[src/rtl/cafu_log_arb.sv]
// cafu_log_arb: shares the single log-line packer / AXI write path between
// NUM_SRC AXI-stream capture sources. A source is granted for a whole line of
// BEATS_PER_LINE beats, so each log line carries beats from exactly one source,
// tagged with its index. A granted source that stalls mid-line has the rest of
// its line padded. Per-source beat counters and a pad counter are kept.
//
// Ports
//   clk, rst     clock, asynchronous active-high reset
//   arb_enable   allow new grants (a line in progress always completes)
//   src_mask     1 = source excluded from arbitration
//   s_tvalid     per-source valid
//   s_tdata      per-source data, source i at [i*DATA_W +: DATA_W]
//   s_tready     per-source ready
//   m_tvalid     to packer: valid
//   m_tdata      to packer: data (0 on pad beats)
//   m_tready     from packer: ready
//   m_tsrc       granted source index
//   m_tfirst     first beat of line
//   m_tlast      last beat of line
//   m_tpad       beat is padding, not source data
//   stat_beats   per-source accepted-beat counters, source i at [i*64 +: 64]
//   stat_pads    total pad beats emitted
module cafu_log_arb #(
    parameter int unsigned NUM_SRC        = 4,
    parameter int unsigned DATA_W         = 72,
    parameter int unsigned BEATS_PER_LINE = 7,
    parameter int unsigned IDLE_TIMEOUT   = 64,
    parameter int unsigned SRC_W          = (NUM_SRC > 1) ? $clog2(NUM_SRC) : 1
) (
    input  logic                       clk,
    input  logic                       rst,
    input  logic                       arb_enable,
    input  logic [NUM_SRC-1:0]         src_mask,
    input  logic [NUM_SRC-1:0]         s_tvalid,
    input  logic [NUM_SRC*DATA_W-1:0]  s_tdata,
    output logic [NUM_SRC-1:0]         s_tready,
    output logic                       m_tvalid,
    output logic [DATA_W-1:0]          m_tdata,
    input  logic                       m_tready,
    output logic [SRC_W-1:0]           m_tsrc,
    output logic                       m_tfirst,
    output logic                       m_tlast,
    output logic                       m_tpad,
    output logic [NUM_SRC*64-1:0]      stat_beats,
    output logic [63:0]                stat_pads
);

    localparam int unsigned BEAT_W  = (BEATS_PER_LINE > 1) ? $clog2(BEATS_PER_LINE) : 1;
    localparam int unsigned STALL_W = $clog2(IDLE_TIMEOUT + 1);
    localparam int unsigned STAT_W  = 64;

    typedef enum logic [1:0] {
        S_IDLE  = 2'd0,
        S_GRANT = 2'd1,
        S_PAD   = 2'd2
    } state_t;

    state_t               state_q, state_d;
    logic [SRC_W-1:0]     grant_q, grant_d;
    logic [SRC_W-1:0]     rr_ptr_q, rr_ptr_d;
    logic [BEAT_W-1:0]    beat_cnt_q, beat_cnt_d;
    logic [STALL_W-1:0]   stall_cnt_q, stall_cnt_d;

    logic [NUM_SRC-1:0]   req;
    logic [SRC_W-1:0]     pick;
    logic [SRC_W-1:0]     cand;
    logic [SRC_W-1:0]     next_ptr;
    logic                 g_valid;
    logic [DATA_W-1:0]    g_data;
    logic                 first_beat;
    logic                 last_beat;
    logic                 data_acc;
    logic                 pad_acc;

    logic [STAT_W-1:0]    beats_q [NUM_SRC];
    logic [STAT_W-1:0]    pads_q;

    // Requesters eligible for a new grant
    assign req = s_tvalid & ~src_mask & {NUM_SRC{arb_enable}};

    // Round-robin pick: scan offsets high to low so the nearest requester at or
    // after rr_ptr is the last one written.
    always_comb begin
        pick = rr_ptr_q;
        cand = '0;
        for (int unsigned k = 0; k < NUM_SRC; k++) begin
            cand = SRC_W'((32'(rr_ptr_q) + (NUM_SRC - 1 - k)) % NUM_SRC);
            if (req[cand]) begin
                pick = cand;
            end
        end
    end

    // Granted source's stream
    assign g_valid = s_tvalid[grant_q];

    always_comb begin
        g_data = '0;
        for (int unsigned k = 0; k < NUM_SRC; k++) begin
            if (grant_q == SRC_W'(k)) begin
                g_data = s_tdata[k*DATA_W +: DATA_W];
            end
        end
    end

    assign next_ptr   = (32'(grant_q) == NUM_SRC - 1) ? '0 : grant_q + SRC_W'(1);
    assign first_beat = (beat_cnt_q == '0);
    assign last_beat  = (beat_cnt_q == BEAT_W'(BEATS_PER_LINE - 1));

    // Next-state and stream outputs
    always_comb begin
        state_d     = state_q;
        grant_d     = grant_q;
        rr_ptr_d    = rr_ptr_q;
        beat_cnt_d  = beat_cnt_q;
        stall_cnt_d = stall_cnt_q;
        m_tvalid    = 1'b0;
        m_tdata     = '0;
        s_tready    = '0;
        m_tsrc      = '0;
        m_tfirst    = 1'b0;
        m_tlast     = 1'b0;
        m_tpad      = 1'b0;
        data_acc    = 1'b0;
        pad_acc     = 1'b0;

        unique case (state_q)
            S_IDLE: begin
                if (|req) begin
                    grant_d     = pick;
                    beat_cnt_d  = '0;
                    stall_cnt_d = '0;
                    state_d     = S_GRANT;
                end
            end

            S_GRANT: begin
                m_tvalid          = g_valid;
                m_tdata           = g_data;
                s_tready[grant_q] = m_tready;
                m_tsrc            = grant_q;
                m_tfirst          = first_beat;
                m_tlast           = last_beat;
                if (g_valid && m_tready) begin
                    data_acc    = 1'b1;
                    stall_cnt_d = '0;
                    if (last_beat) begin
                        beat_cnt_d = '0;
                        rr_ptr_d   = next_ptr;
                        state_d    = S_IDLE;
                    end else begin
                        beat_cnt_d = beat_cnt_q + BEAT_W'(1);
                    end
                end else if (!g_valid) begin
                    // Only an absent source counts as a stall; packer backpressure does not.
                    stall_cnt_d = stall_cnt_q + STALL_W'(1);
                    if (stall_cnt_q == STALL_W'(IDLE_TIMEOUT - 1)) begin
                        state_d = S_PAD;
                    end
                end
            end

            S_PAD: begin
                m_tvalid = 1'b1;
                m_tpad   = 1'b1;
                m_tsrc   = grant_q;
                m_tfirst = first_beat;
                m_tlast  = last_beat;
                if (m_tready) begin
                    pad_acc = 1'b1;
                    if (last_beat) begin
                        beat_cnt_d = '0;
                        rr_ptr_d   = next_ptr;
                        state_d    = S_IDLE;
                    end else begin
                        beat_cnt_d = beat_cnt_q + BEAT_W'(1);
                    end
                end
            end

            default: begin
                state_d = S_IDLE;
            end
        endcase
    end

    // FSM and line-position registers
    always_ff @(posedge clk or posedge rst) begin
        if (rst) begin
            state_q     <= S_IDLE;
            grant_q     <= '0;
            rr_ptr_q    <= '0;
            beat_cnt_q  <= '0;
            stall_cnt_q <= '0;
        end else begin
            state_q     <= state_d;
            grant_q     <= grant_d;
            rr_ptr_q    <= rr_ptr_d;
            beat_cnt_q  <= beat_cnt_d;
            stall_cnt_q <= stall_cnt_d;
        end
    end

    // Statistics, wrapping modulo 2^64
    always_ff @(posedge clk or posedge rst) begin
        if (rst) begin
            for (int unsigned k = 0; k < NUM_SRC; k++) begin
                beats_q[k] <= '0;
            end
            pads_q <= '0;
        end else begin
            if (data_acc) begin
                beats_q[grant_q] <= beats_q[grant_q] + STAT_W'(1);
            end
            if (pad_acc) begin
                pads_q <= pads_q + STAT_W'(1);
            end
        end
    end

    for (genvar gi = 0; gi < NUM_SRC; gi++) begin : g_stat
        assign stat_beats[gi*STAT_W +: STAT_W] = beats_q[gi];
    end

    assign stat_pads = pads_q;

endmodule

[config.mk]
export PLATFORM = sky130hd
export DESIGN_NAME = cafu_log_arb
export DESIGN_NICKNAME = d
export VERILOG_FILES = /design/src/rtl/cafu_log_arb.sv
export SDC_FILE = /design/constraint.sdc
export NUM_CORES = 1
export LEC_CHECK = 0
export BUFFER_PORTS_ARGS = -buffer_cell sky130_fd_sc_hd__buf_2
export CAP_MARGIN = 10
export CORE_AREA = 2 2 276 278
export DETAILED_ROUTE_END_ITERATION = 8
export DIE_AREA = 0 0 278 280
export PLACE_DENSITY = 0.57
export SLEW_MARGIN = 25
export SYNTH_ARGS = -nofsm -noshare
export SYNTH_HDL_FRONTEND = slang
export SYNTH_SLANG_ARGS = --single-unit
[constraint.sdc]
create_clock -name clk -period 29.3 [get_ports clk]
set_input_delay 2.93 -clock clk [delete_from_list [all_inputs] [get_ports clk]]
set_output_delay 2.93 -clock clk [all_outputs]
set_load 0.1 [all_outputs]
## Word level (Yosys, flattened, before mapping)

Cells that the tools add are included.

| word-level totals | value |
|---|---|
| bits in registers | 336 |
| latch bits | 0 |
| bits in writable memories | 0 |
| ROM bits | 0 |
| bits of input ports | 300 |
| memories | 0 |

| operators by class | value |
|---|---|
| add/subtract/negate cells | 8 |
| multipliers | 0 |
| divide/modulo/power cells | 0 |
| $lt $le $gt $ge | 8 |
| equal/unequal tests | 12 |
| shift operators | 0 |
| mux-type cells | 58 |
| bitwise logic cells | 5 |
| reductions and logical operators | 16 |

Operators with widths:

| kind | count |
|---|---|
| $mux W72 | 5 |
| $bwmux W256 | 1 |
| $mux W64 | 3 |
| $add A64 B1 Y64 const B | 2 |
| $bmux W64 S2 | 1 |
| $demux W64 S2 | 1 |
| $mux W2 | 15 |
| $mux W7 | 3 |
| $lt A2 B3 Y1 const B | 5 |
| $pmux W7 S2 | 1 |
| $mux W1 | 13 |
| $and A4 B4 Y4 | 3 |
| $mux W3 | 4 |
| $bmux W1 S2 | 5 |
| $pmux W3 S3 | 1 |
| $reduce_and A4 Y1 | 2 |
| $add A7 B1 Y7 const B | 1 |
| $eq A7 B6 Y1 const B | 1 |
| $eq A2 B2 Y1 const B | 3 |
| $ne A2 B2 Y1 const B | 3 |
| $ne A3 B3 Y1 const B | 2 |
| $pmux W2 S3 | 1 |
| $reduce_and A3 Y1 | 2 |
| $add A2 B1 Y2 const B | 2 |
| other kinds (21) | 27 |

## Logic depth before layout (Yosys ltp)

| logic depth | value |
|---|---|
| depth after elaboration | 9 |
| gate-level depth with buffers | 15 |

## Worst setup path before layout

Ideal clock, no wire load.

| timing | value |
|---|---|
| path kind | input to output |
| start point | in s_tvalid[1] |
| end point | out m_tvalid |
| data arrival time | 4.671 ns |
| data required time | 26.370 ns |
| path slack | 21.699 ns |
| stages on the path | 3 |
| buffers on the path | 0 |
| path through | mux4_2 -> a21oi_1 -> nor2b_1 |

| between the ends | value |
|---|---|
| longest elaborated chain between the ends | 3 |

RTL lines:

| what | line | source |
|---|---|---|
| start: declaration | 34 | `input logic [NUM_SRC-1:0] s_tvalid,` |
| $bmux W1 S2 | 95 | `assign g_valid = s_tvalid[grant_q];` |
| $mux W1 (implied by the code) | 95 |  |
| $pmux W1 S2 | 127 | `unique case (state_q)` |
| end: declaration | 37 | `output logic m_tvalid,` |

Every way passes these cells. The select of a mux whose other input is x is not followed.

## Worst setup path in the final report

| timing | value |
|---|---|
| start point | in s_tvalid[2] |
| end point | out m_tvalid |

Same word-level chain as after synthesis.

==> flow_summary.yaml <==
min_path:
  min_path_type: "register to register"
sta:
  setup_viol: 0
  hold_ws_ns: 0.479
  rsz0062_at_grt: "false"
  skew_ns: 0.0403
  worstMarginPinSlew_ns: 1.01
  min_period_ns: 7.36
  slew_viol_final: 0
  hold_violations: 0
  timing.fmax_mhz: 136
  final.period_utilization: 0.251
  timing.max_slew.rel_slack: 0.330
  fin_setup_tns_ns: 0
clock_network:
  clkSinkCount: 336
  clockBufferDepth: 3
  cts_htree_levels: 2
  clkLatencyLatePin_ns: 0.58
  cts_hold_buf: 0
  cts_tree: "built"
  cts_buffers: 40
  post_cts_buffers: 0
  clk_pin_slew_ns: 0.07
  cts_root_buffer: "clkbuf_16"
  cts_resized: 0
synth:
  syn_inst: 2374
  synth.avg_cell_area_sq_um: 8.63
  syn-cell-area_sq_um: 20500
  ys_seq_elements: 336
  yosysTopAreaCell: "dfrtp_1"
  async_flop_share: 1.00
  ys_top_cells_by_count: "nand2_1 (484), dfrtp_1 (336), o21ai_0 (225), nor2_1 (192), clkbuf_1 (137)"
  syn_nets: 2685
  ys_warn_count: 0
  yosysTopAreaCellShare: 0.410
  ys_top_cells_by_area: "dfrtp_1 (41%), nand2_1 (8.9%), mux4_2 (7.0%)"
  ys_seq_area_frac: 0.410
  ys_types: 47
  yosysMostFrequentCell: "nand2_1"
  ys.flop_type: "dfrtp_1"
  synth_edf_count: 0
setup_path:
  path_max_fanout: 6
  worstSetupStartpointType: "primary input"
  startpoint: "s_tvalid[2]"
  cp.arrival_ns: 4.43
  rr_worst_depth: 8
  endpoint: "m_tvalid"
  worstPathRequired_ns: 26.37
  slowest_stage: "buf_2"
  cp_common_cell: "buf_2"
  crit_type: "primary input to primary output"
  endpoint_kind: "primary output"
  timing.rr.start: "grant_q[0]$_DFFE_PP0P_"
  slowest_delay_ns: 0.55
  regToRegSetupSlack_ns: 24.31
  path_cells: "buf_2, mux4_2, a21oi_1, nor2b_1, buf_2"
  timing.rr.end: "stat_beats[229]$_DFFE_PP0P_"
global_route:
  grt_pass1_vias: 18700
  grt_max_degree: 156
  grt-ovfl-total: 0
  antenna_found_initial: 5
  grtUsageTotal: 0.190
  grt_pass1_wl_um: 116000
floorplan:
  initial_core_util: 0.272
  die_area_sq_um: 77800
  io_pins: 702
  die_y_um: 280
  rows: 101
  coreArea_sq_um: 75200
  die_x_um: 278
placement:
  dpl.hpwl_um: 55300
  place.gp.congestion: 0.820
  port_buffers: 701
power_and_ir_drop:
  vdd_ir_drop_max_uv: 94.5
  power_density_nw_per_um2: 77.1
  totalPowerFinal_mw: 2.01
  cellLeakagePower_nw: 12.8
detailed_routing:
  vias: 19900
  first_iter_violations: 1350
  post-route-drc-count: 0
  detail-route-antenna-nets: 0
  dr.pass1.iters: 5
  drt-total-wl_um: 77100
  vias_per_cell: 5.01
  wl_per_cell_um: 19.4
layout:
  drive_above_1_share: 0.302
  area_delta_synth_final_pct: 27.5
  nets: 3268
job:
  maxCapViolCount: 0
status:
  status: "finished clean"
==> final cells by class <==
class                      instances  area (sq um)
clock inverter                    16           224
sequential                       336          8420
multi-input combinational       1830         11300
clock buffer                      55          1140
antenna                            3          7.51
tap                              978          1220
inverter                          19          78.8
timing repair buffer             730          3770
fill                            7834         49100
==> cell usage in the layout, fill, tap and decap left out, types with 15 or more instances in the layout <==
master     netlist  routed
buf_4            4      24
buf_2           25     701
nor4_2          14      15
dfrtp_1        336     334
nand3_1        128     128
and2_1          86      86
inv_1           19      18
xor2_1          33      33
a22oi_1         92      92
nand2_1        484     480
mux2i_1         47      47
nor3_1          55      54
nand3b_1        65      65
a21oi_1         78      78
mux4_2          64      64
nor2_1         192     192
and3_1          59      59
xnor2_1         65      65
clkbuf_16        0      41
and4_1          23      23
nand4_1         34      34
o211ai_1        17      17
o21ai_0        225     225
==> kinds of logic (layout without fill, tap and decap cells) <==
logic type / count (synthesis) / in the layout / share of synthesized area
buffers and inverters: 208 / 820 / 0.0439
AND/OR/NAND/NOR: 1173 / 1173 / 0.279
other: 0 / 3 / 0
AO/OA/AOI/OAI: 429 / 429 / 0.120
multiplexers: 119 / 119 / 0.0977
flip-flops: 336 / 336 / 0.410
XOR/XNOR: 98 / 98 / 0.0419
adder cells (fa/ha/maj): 11 / 11 / 0.00672
==> worst max-delay path, delay by kind of cell <==
kind | cells | cell delay [ns]
multiplexers | 1 | 0.34
AO/OA/AOI/OAI | 1 | 0.12
AND/OR/NAND/NOR | 1 | 0.37
buffers and inverters | 2 | 0.65
==> worst min path at each step <==
stage	from	to	slack [ns]	cells after the start
floorplan	stall_cnt_q[2]$_DFFE_PP0P_	stall_cnt_q[2]$_DFFE_PP0P_	0.46	1
global placement	stat_pads[63]$_DFFE_PP0P_	stat_pads[63]$_DFFE_PP0P_	0.46	1
detailed placement	stat_pads[14]$_DFFE_PP0P_	stat_pads[14]$_DFFE_PP0P_	0.47	1
CTS	stat_pads[63]$_DFFE_PP0P_	stat_pads[63]$_DFFE_PP0P_	0.49	1
global route	stat_pads[14]$_DFFE_PP0P_	stat_pads[14]$_DFFE_PP0P_	0.51	1
finish	stat_pads[14]$_DFFE_PP0P_	stat_pads[14]$_DFFE_PP0P_	0.48	1
==> through the flow <==
step                instances   util  area, sq um  setup slack, ns
global route             3967  0.347        26100            21.82
floorplan                2374      -        20500            17.06
global placement         3891  0.329        24700            21.77
CTS                      3963  0.347        26100            21.76
finish                   3967  0.347        26100            21.94
detailed placement       3892  0.329        24700            21.76
==> flip-flops by register name, summed over array words and instances (netlist names) <==
name / flops
state_q: 2
grant_q: 2
beat_cnt_q: 3
rr_ptr_q: 2
stat_beats: 256
stat_pads: 64
stall_cnt_q: 7
==> power by group <==
group	internal (mW)	switching, mW
registers	0.482	0.0424
clock network	0.309	0.214
logic	0.218	0.748
==> routing by layer <==
layer,up-vias,wire (um),track usage
met5,-,0,0
met4,0,2940,0.0750
met3,112,5070,0.0338
met2,743,36900,0.313
met1,9514,32300,0.247
li1,9514,-,-
(Power assumes the default switching activity.)
